===== config.mk =====
export PLATFORM = sky130hd
export DESIGN_NAME = execute_mc
export DESIGN_NICKNAME = d
export VERILOG_FILES = /design/src/rtl/execute_mc.sv
export SDC_FILE = /design/constraint.sdc
export NUM_CORES = 1
export LEC_CHECK = 0
export CAP_MARGIN = 20
export CELL_PAD_IN_SITES_DETAIL_PLACEMENT = 1
export CELL_PAD_IN_SITES_GLOBAL_PLACEMENT = 1
export CORE_UTILIZATION = 44
export CTS_CLUSTER_DIAMETER = 150
export DETAILED_ROUTE_END_ITERATION = 8
export GPL_TIMING_DRIVEN = 1
export HOLD_SLACK_MARGIN = 0.1
export PLACE_DENSITY = 0.8
export SETUP_SLACK_MARGIN = 0.05
export SYNTH_ARGS = -nofsm -noshare
export SYNTH_HDL_FRONTEND = slang
export SYNTH_SLANG_ARGS = --single-unit

===== constraint.sdc =====
create_clock -name clk -period 5.4 [get_ports clk]
set_clock_uncertainty 0.2 [all_clocks]
set_input_delay 1.08 -clock clk [delete_from_list [all_inputs] [get_ports clk]]
set_output_delay 1.08 -clock clk [all_outputs]
set_load 0.02 [all_outputs]

===== src/rtl/execute_mc.sv =====
// Multi-cycle execute stage: 1-cycle ALU/branch ops, iterative mul/div, architectural HI/LO.
// Build option EXEC_DIV_EN: include the restoring divider (otherwise DIV/DIVU act as NOP).
module execute_mc #(
    parameter int DATA_WIDTH = 32,
    parameter int ADDR_WIDTH = 32,
    parameter int CNT_WIDTH  = 6
) (
    input  logic                  clk,
    input  logic                  rst_n,
    input  logic                  in_valid,
    output logic                  in_ready,
    input  logic [4:0]            op,
    input  logic [2:0]            br_op,
    input  logic [DATA_WIDTH-1:0] src_a,
    input  logic [DATA_WIDTH-1:0] src_b,
    input  logic [ADDR_WIDTH-1:0] pc_plus4,
    input  logic [15:0]           imm,
    input  logic [25:0]           target,
    output logic                  out_valid,
    input  logic                  out_ready,
    output logic [DATA_WIDTH-1:0] result,
    output logic                  br_taken,
    output logic [ADDR_WIDTH-1:0] br_target,
    output logic                  busy
);
    localparam int SHW = $clog2(DATA_WIDTH);
    localparam logic [4:0] OP_ADD = 5'd0,  OP_SUB = 5'd1,  OP_AND = 5'd2,  OP_OR = 5'd3,
                           OP_XOR = 5'd4,  OP_NOR = 5'd5,  OP_SLT = 5'd6,  OP_SLTU = 5'd7,
                           OP_SLL = 5'd8,  OP_SRL = 5'd9,  OP_SRA = 5'd10, OP_LUI = 5'd11,
                           OP_MULT = 5'd16, OP_MULTU = 5'd17, OP_DIV = 5'd18, OP_DIVU = 5'd19,
                           OP_MFHI = 5'd20, OP_MFLO = 5'd21, OP_MTHI = 5'd22, OP_MTLO = 5'd23;

    typedef enum logic [1:0] {IDLE, ITER, HOLD} state_t;

    state_t                  state;
    logic [DATA_WIDTH-1:0]   hi, lo, acc, mq, opnd;
    logic [CNT_WIDTH-1:0]    cnt;
    logic                    is_div, neg_q, neg_r;

    logic                    accept, is_mul, is_divop, sgn;
    logic [DATA_WIDTH-1:0]   abs_a, abs_b, alu_res, acc_nx, mq_nx;
    logic [DATA_WIDTH:0]     mul_sum, div_trial;
    logic [2*DATA_WIDTH-1:0] prod;
    logic                    br_tk;
    logic [ADDR_WIDTH-1:0]   br_tgt;
    logic signed [17:0]      br_off;
    logic [31:0]             j_tgt;
    logic [SHW-1:0]          shamt;

    assign in_ready = (state == IDLE) && (!out_valid || out_ready);
    assign accept   = in_valid && in_ready;
    assign is_mul   = (op == OP_MULT) || (op == OP_MULTU);
`ifdef EXEC_DIV_EN
    assign is_divop = (op == OP_DIV) || (op == OP_DIVU);
`else
    assign is_divop = 1'b0;
`endif
    assign sgn   = (op == OP_MULT) || (op == OP_DIV);
    assign abs_a = (sgn && src_a[DATA_WIDTH-1]) ? -src_a : src_a;
    assign abs_b = (sgn && src_b[DATA_WIDTH-1]) ? -src_b : src_b;
    assign shamt = src_a[SHW-1:0];

    always_comb begin
        alu_res = '0;
        case (op)
            OP_ADD:  alu_res = src_a + src_b;
            OP_SUB:  alu_res = src_a - src_b;
            OP_AND:  alu_res = src_a & src_b;
            OP_OR:   alu_res = src_a | src_b;
            OP_XOR:  alu_res = src_a ^ src_b;
            OP_NOR:  alu_res = ~(src_a | src_b);
            OP_SLT:  alu_res = DATA_WIDTH'($signed(src_a) < $signed(src_b));
            OP_SLTU: alu_res = DATA_WIDTH'(src_a < src_b);
            OP_SLL:  alu_res = src_b << shamt;
            OP_SRL:  alu_res = src_b >> shamt;
            OP_SRA:  alu_res = $signed(src_b) >>> shamt;
            OP_LUI:  alu_res = src_b << (DATA_WIDTH / 2);
            OP_MFHI: alu_res = hi;
            OP_MFLO: alu_res = lo;
            OP_MTHI: alu_res = src_a;
            OP_MTLO: alu_res = src_a;
            default: alu_res = '0;
        endcase
    end

    assign br_off = $signed({imm, 2'b00});
    assign j_tgt  = {pc_plus4[ADDR_WIDTH-1 -: 4], target, 2'b00};

    always_comb begin
        case (br_op)
            3'd1:    br_tk = (src_a == src_b);
            3'd2:    br_tk = (src_a != src_b);
            3'd3:    br_tk = src_a[DATA_WIDTH-1];
            3'd4:    br_tk = !src_a[DATA_WIDTH-1];
            3'd5:    br_tk = src_a[DATA_WIDTH-1] || (src_a == '0);
            3'd6:    br_tk = !src_a[DATA_WIDTH-1] && (src_a != '0);
            3'd7:    br_tk = 1'b1;
            default: br_tk = 1'b0;
        endcase
        br_tgt = (br_op == 3'd7) ? ADDR_WIDTH'(j_tgt) : pc_plus4 + ADDR_WIDTH'(br_off);
    end

    // One iteration: shift-add (acc:mq is the running product) or restoring divide (acc = remainder).
    always_comb begin
        mul_sum   = {1'b0, acc} + (mq[0] ? {1'b0, opnd} : '0);
        div_trial = {acc, mq[DATA_WIDTH-1]} - {1'b0, opnd};
        if (is_div) begin
            if (!div_trial[DATA_WIDTH]) begin
                acc_nx = div_trial[DATA_WIDTH-1:0];
                mq_nx  = {mq[DATA_WIDTH-2:0], 1'b1};
            end else begin
                acc_nx = {acc[DATA_WIDTH-2:0], mq[DATA_WIDTH-1]};
                mq_nx  = {mq[DATA_WIDTH-2:0], 1'b0};
            end
        end else begin
            acc_nx = mul_sum[DATA_WIDTH:1];
            mq_nx  = {mul_sum[0], mq[DATA_WIDTH-1:1]};
        end
        prod = neg_q ? -{acc_nx, mq_nx} : {acc_nx, mq_nx};
    end

    always_ff @(posedge clk or negedge rst_n) begin
        if (!rst_n) begin
            state     <= IDLE;
            out_valid <= 1'b0;
            result    <= '0;
            br_taken  <= 1'b0;
            br_target <= '0;
            busy      <= 1'b0;
            hi        <= '0;
            lo        <= '0;
            cnt       <= '0;
            acc       <= '0;
            mq        <= '0;
            opnd      <= '0;
            is_div    <= 1'b0;
            neg_q     <= 1'b0;
            neg_r     <= 1'b0;
        end else begin
            case (state)
                IDLE: begin
                    if (accept) begin
                        br_taken  <= br_tk;
                        br_target <= br_tgt;
                        if (is_divop && src_b == '0) begin
                            hi        <= src_a;
                            lo        <= '1;
                            result    <= '0;
                            out_valid <= 1'b1;
                            state     <= HOLD;
                        end else if (is_mul || is_divop) begin
                            state     <= ITER;
                            busy      <= 1'b1;
                            out_valid <= 1'b0;
                            cnt       <= CNT_WIDTH'(DATA_WIDTH);
                            is_div    <= is_divop;
                            acc       <= '0;
                            mq        <= abs_a;
                            opnd      <= abs_b;
                            neg_q     <= sgn && (src_a[DATA_WIDTH-1] ^ src_b[DATA_WIDTH-1]);
                            neg_r     <= sgn && src_a[DATA_WIDTH-1];
                        end else begin
                            result    <= alu_res;
                            out_valid <= 1'b1;
                            if (op == OP_MTHI) hi <= src_a;
                            if (op == OP_MTLO) lo <= src_a;
                        end
                    end else if (out_ready) begin
                        out_valid <= 1'b0;
                    end
                end
                ITER: begin
                    acc <= acc_nx;
                    mq  <= mq_nx;
                    cnt <= cnt - 1'b1;
                    // Final step and HI/LO writeback share the last ITER cycle.
                    if (cnt == CNT_WIDTH'(1)) begin
                        busy      <= 1'b0;
                        out_valid <= 1'b1;
                        result    <= '0;
                        state     <= HOLD;
                        if (is_div) begin
                            hi <= neg_r ? -acc_nx : acc_nx;
                            lo <= neg_q ? -mq_nx : mq_nx;
                        end else begin
                            {hi, lo} <= prod;
                        end
                    end
                end
                HOLD: begin
                    if (out_ready) begin
                        out_valid <= 1'b0;
                        state     <= IDLE;
                    end
                end
                default: state <= IDLE;
            endcase
        end
    end
endmodule

# Yosys cells after proc, flatten, opt, wreduce, memory -nomap -nowiden
# Cells that the tools add are included.
# word_totals
reg_bits	236
in_bits	150
output_inout_bits	68
wordCells	140
# classes
addsub	8
order_cmp	2
eq_ne	37
n_shift	3
mux	44
bitwise	5
reduce_logical	28
# ops
op	count
$mux 32	19
$pmux 32 s15	1
$pmux 32 s2	5
$add 32x32->32	2
$lt 32x32->1	2
$mux 64	1
$neg 32->32	2
$neg 64->64	1
$eq 5x5->1 const B	7
$add 32x32->33	1
$and 32x32->32	1
$eq 32x32->1	1
$logic_not 32->1	1
$ne 32x32->1	1
$not 32->32	1
$or 32x32->32	1
$reduce_bool 32->1	1
$shl 32x5->32	1
$shr 32x5->32	1
$sshr 32x5->32	1
$sub 32x32->32	1
$xor 32x32->32	1
$eq 5x3->1 const B	4
$eq 5x4->1 const B	4
32 further kinds	66

# Logic depth before layout (Yosys ltp)
# logic_depth
ltp_word	7
mapped_depth	19
mapped_depth_nobuf	16

# Worst setup path after synthesis
# No wires, ideal clock.
# synth_path
path_type	input -> register
from	in src_a[0]
to	reg result[27]
setup_time_ns	0.142
t_arrival_ns	4.789
required_ns	5.058
slack_ns	0.269
stages	17
cell_sequence	clkbuf_1 inv_1 clkbuf_1 buf_1 ha_1 o21ba_2 o21bai_1 a21oi_1 o21ai_0 a221oi_1 o221ai_1 a311o_1 a211o_1 a21bo_2 xnor2_1 a21oi_1 o221ai_1
# synth_via
elab_chain_len	5
# synth_lines
item	line	source
start: declaration	14	input logic [DATA_WIDTH-1:0] src_a,
$sub 32x32->32 (tied with other cells)	67	OP_SUB: alu_res = src_a - src_b;
$pmux 32 s15 (*)	65	case (op)
$mux 32 (*)	151	end else if (is_mul || is_divop) begin
$mux 32 (*)	142	if (accept) begin
$pmux 32 s2 (*)	140	case (state)
end signal: assignment	163	result <= alu_res;
end: declaration	21	output logic [DATA_WIDTH-1:0] result,
# Every way passes the cells marked *; elsewhere a longest branch is shown, timed or not. The select of a mux whose other input is x is not followed.
# A chain may end at the register's enable or synchronous reset.

# Worst setup path in the final report
# layout_path
from	reg mq[0]
to	reg hi[25]
# layout_via
elab_chain_len	6
# layout_lines
item	line	source
start: declaration	36	logic [DATA_WIDTH-1:0] hi, lo, acc, mq, opnd;
start signal: assignment	158	mq <= abs_a;
start signal: assignment	174	mq <= mq_nx;
$mux 32 (*)	105	mul_sum = {1'b0, acc} + (mq[0] ? {1'b0, opnd} : '0);
$add 32x32->33 (*)	105	
$neg 64->64	119	prod = neg_q ? -{acc_nx, mq_nx} : {acc_nx, mq_nx};
$mux 64 (*)	119	
$mux 32 (*)	177	if (cnt == CNT_WIDTH'(1)) begin
$pmux 32 s2 (*)	140	
end signal: assignment	146	hi <= src_a;
end signal: assignment	183	hi <= neg_r ? -acc_nx : acc_nx;
end signal: assignment	186	{hi, lo} <= prod;
end: declaration	36	
# Marks and branches as above.

==> flow_summary_export.csv <==
group,metric,value,unit
pwr,pwr-share-seq,0.298,
critical_path,endpoint_kind,"register",
route,dr.pass1.iters,9,
global_route,grt_max_degree,111,
synthesis,synth_cell_types,84,
sta,rsz0062_at_grt,"yes",
pwr,p_sw,4.94,mW
synthesis,ys_ff_latch,236,
pwr,power_density,356,nW/um2
die,die_x,239,um
critical_path,cp.arrival,5460,ps
critical_path,r2r_cells,16,
die,io_pins,218,
cts,tritoncts,"yes",
sta,maxSlewViolCount,0,
synthesis,synth_area,24700,um2
synthesis,syn-num-nets,3588,
synthesis,ys_seq_area_frac,0.239,
route,drt-vias-per-instance,6.78,
sta,final-hold-violation-count,0,
die,die-area,57100,um2
die,die_h,239,um
route,via_count,29100,
route,drc,0,
sta,whs,250,ps
critical_path,worstPathRequired,5660,ps
placement,gp_congestion,1.12,
global_route,grt_pass1_wl,194,mm
pwr,max-vdd-ir-drop,0.288,mV
pwr,combinationalPowerShare,0.501,
sta,layout_min_cycle_time,5200,ps
cells_and_area,fin_nets,3829,
global_route,first_global_vias,29100,
sta,max_freq,192,MHz
run,cap_viol_max_count,0,
placement,numPortBuffers,217,
synthesis,synthCells,3269,
route,postRouteWirelength,135,mm
sta,tightest_slew,1130,ps
synthesis,synth_flop_cell,"dfrtp_1",
cts,numCtsBuffers,30,
die,rows,86,
cts,htreeDepth,1,
cts,cts_sinks,236,
critical_path,cp-start-kind,"register",
pwr,pwr-share-clk,0.201,
cts,root_buffer,"clkbuf_16",
cts,clock_latency,600,ps
sta,fin_tns_setup,0,ps
cts,clk_path_buf_depth,3,
synthesis,synth_area_per_cell,7.55,um2
sta,setup_viol,0,
pwr,p_leak,12.9,nW
pwr,switching_share,0.466,
outcome,status,"completed",
route,postRouteAntennaNets,0,
global_route,antenna_found_initial,14,
cells_and_area,n_fill_cell,6855,
route,avgRoutedWirePerCell,31.5,um
sta,period_share,0.963,
cts,cts_hold_buf,0,
global_route,track_usage,0.462,
cts,cts_resized,0,
synthesis,yosys_warnings,0,
critical_path,critical_path_class,"register to register",
pwr,internal_power,5.65,mW
hold_path,min_path_type,"input pin to asynchronous set/reset pin",
sta,slew_headroom,0.245,
critical_path,rrSetupSlack,200,ps
global_route,gr-total-overflow,0,
cts,post_cts_buffers,0,
cells_and_area,layout-drive-gt1-share,0.106,
synthesis,async_flop_share,1.00,
cells_and_area,final_common_cell,"o21ai_0",
cells_and_area,syn_to_final_growth,20.5,%
synthesis,synth_edf_count,0,
die,core,55300,um2
route,first_iter_violations,3242,
die,initial_utilization,0.446,
critical_path,crit_fanout,7,
placement,hpwlAfterDp,104,mm
cells_and_area,final_cell_mix,"381 x o21ai_0, 379 x nand2_1, 309 x nor2_1, 256 x a21oi_1, 236 x dfrtp_1",
cts,clk_pin_slew,60,ps
per-layer routing:
layer / share of wire / vias up / track usage
li1: - / 12400 / -
met3: 0.12 / 461 / 0.137
met4: 0.069 / 20 / 0.275
met1: 0.39 / 14500 / 0.590
met2: 0.42 / 1732 / 0.686
met5: 0.00099 / - / 0
worst max-delay path, cell delays in order (launching register included):
cell and delay [ps]:
dfrtp_1 430, and2_1 170, ha_1 220, fa_1 470
a21oi_2 260, o221ai_1 230, a221oi_2 390, buf_4 210
o211a_1 150, nor4_1 60, or3_1 380, or3b_2 520
or4_4 560, o31ai_4 200, xor2_1 290, a211oi_1 140
a21o_1 210
area by class of cell:
cell class / count / area [um2] / area share
Timing Repair Buffer: 443 / 3890 / 0.131
Clock buffer: 45 / 898 / 0.0302
Multi-Input combinational cell: 2677 / 17500 / 0.590
Clock inverter: 10 / 109 / 0.00366
Inverter: 122 / 458 / 0.0154
Antenna cell: 4 / 10.0 / 0.000336
Tap cell: 748 / 936 / 0.0315
Sequential cell: 236 / 5910 / 0.198
logic make-up after synthesis:
kind of cell    synth area share
flops                      0.239
xor+xnor                  0.0642
fa+ha+maj                 0.0869
buf+inv                   0.0544
simple gates               0.192
compound gates             0.302
mux                       0.0616
cell usage after synthesis (24+ instances only):
cell type,count,area share
nand3_1,45,0.0091
nand2_1,381,0.058
clkbuf_1,200,0.030
inv_1,119,0.018
a31oi_1,34,0.0086
and2_1,49,0.012
o21ai_0,382,0.077
a221oi_1,24,0.0085
nor4_1,28,0.0071
dfrtp_1,236,0.24
xor2_1,54,0.019
ha_1,165,0.084
nor2_1,310,0.047
o211ai_1,26,0.0079
o31ai_1,55,0.017
or3_1,25,0.0063
nand2b_1,47,0.012
mux4_2,29,0.026
xnor2_1,127,0.045
a22o_1,28,0.0099
buf_1,29,0.0044
a21o_1,75,0.023
a22oi_1,37,0.011
a211oi_1,54,0.016
nor3_1,54,0.011
mux2i_1,63,0.026
a21oi_1,259,0.053
nand4_1,28,0.0071
metrics by stage:
stage	utilization	power (mW)	setup slack (ps)	instance area (um2)	instances
2_1_floorplan	-	5.85	269	24700	3269
3_3_place_gp	0.518	7.94	193	28700	4223
3_5_place_dp	0.519	8.20	126	28700	4224
4_1_cts	0.537	10.4	122	29700	4279
5_1_grt	0.538	11.0	14.4	29700	4281
6_report	0.538	10.6	200	29800	4285
path summary, 6_finish.rpt:
check | to | from
setup / recovery | hi[25] | mq[0]
min in group clk | opnd[19] | opnd[19]
hold / removal | result[4] | rst_n
hold reg to reg | opnd[19] | opnd[19]
max in group asynchronous | opnd[0] | rst_n
setup reg to reg | hi[25] | mq[0]
flip-flops by register name (all words and copies together) (netlist names), 2 cells and up:
signal,flops
lo,32
opnd,32
acc,32
cnt,6
result,32
state,2
br_target,32
mq,32
hi,32
power by group through the flow:
| stage | clock network (mW) | registers (mW) | logic (mW) |
|---|---|---|---|
| after floorplan | 0 | 3.09 | 2.75 |
| after global placement | 0 | 3.09 | 4.85 |
| after detailed placement | 0 | 3.14 | 5.06 |
| after CTS | 2.13 | 3.12 | 5.14 |
| after global routing | 2.20 | 3.19 | 5.59 |
| final | 2.13 | 3.15 | 5.31 |
No activity file was read; power rests on OpenSTA's default activity.
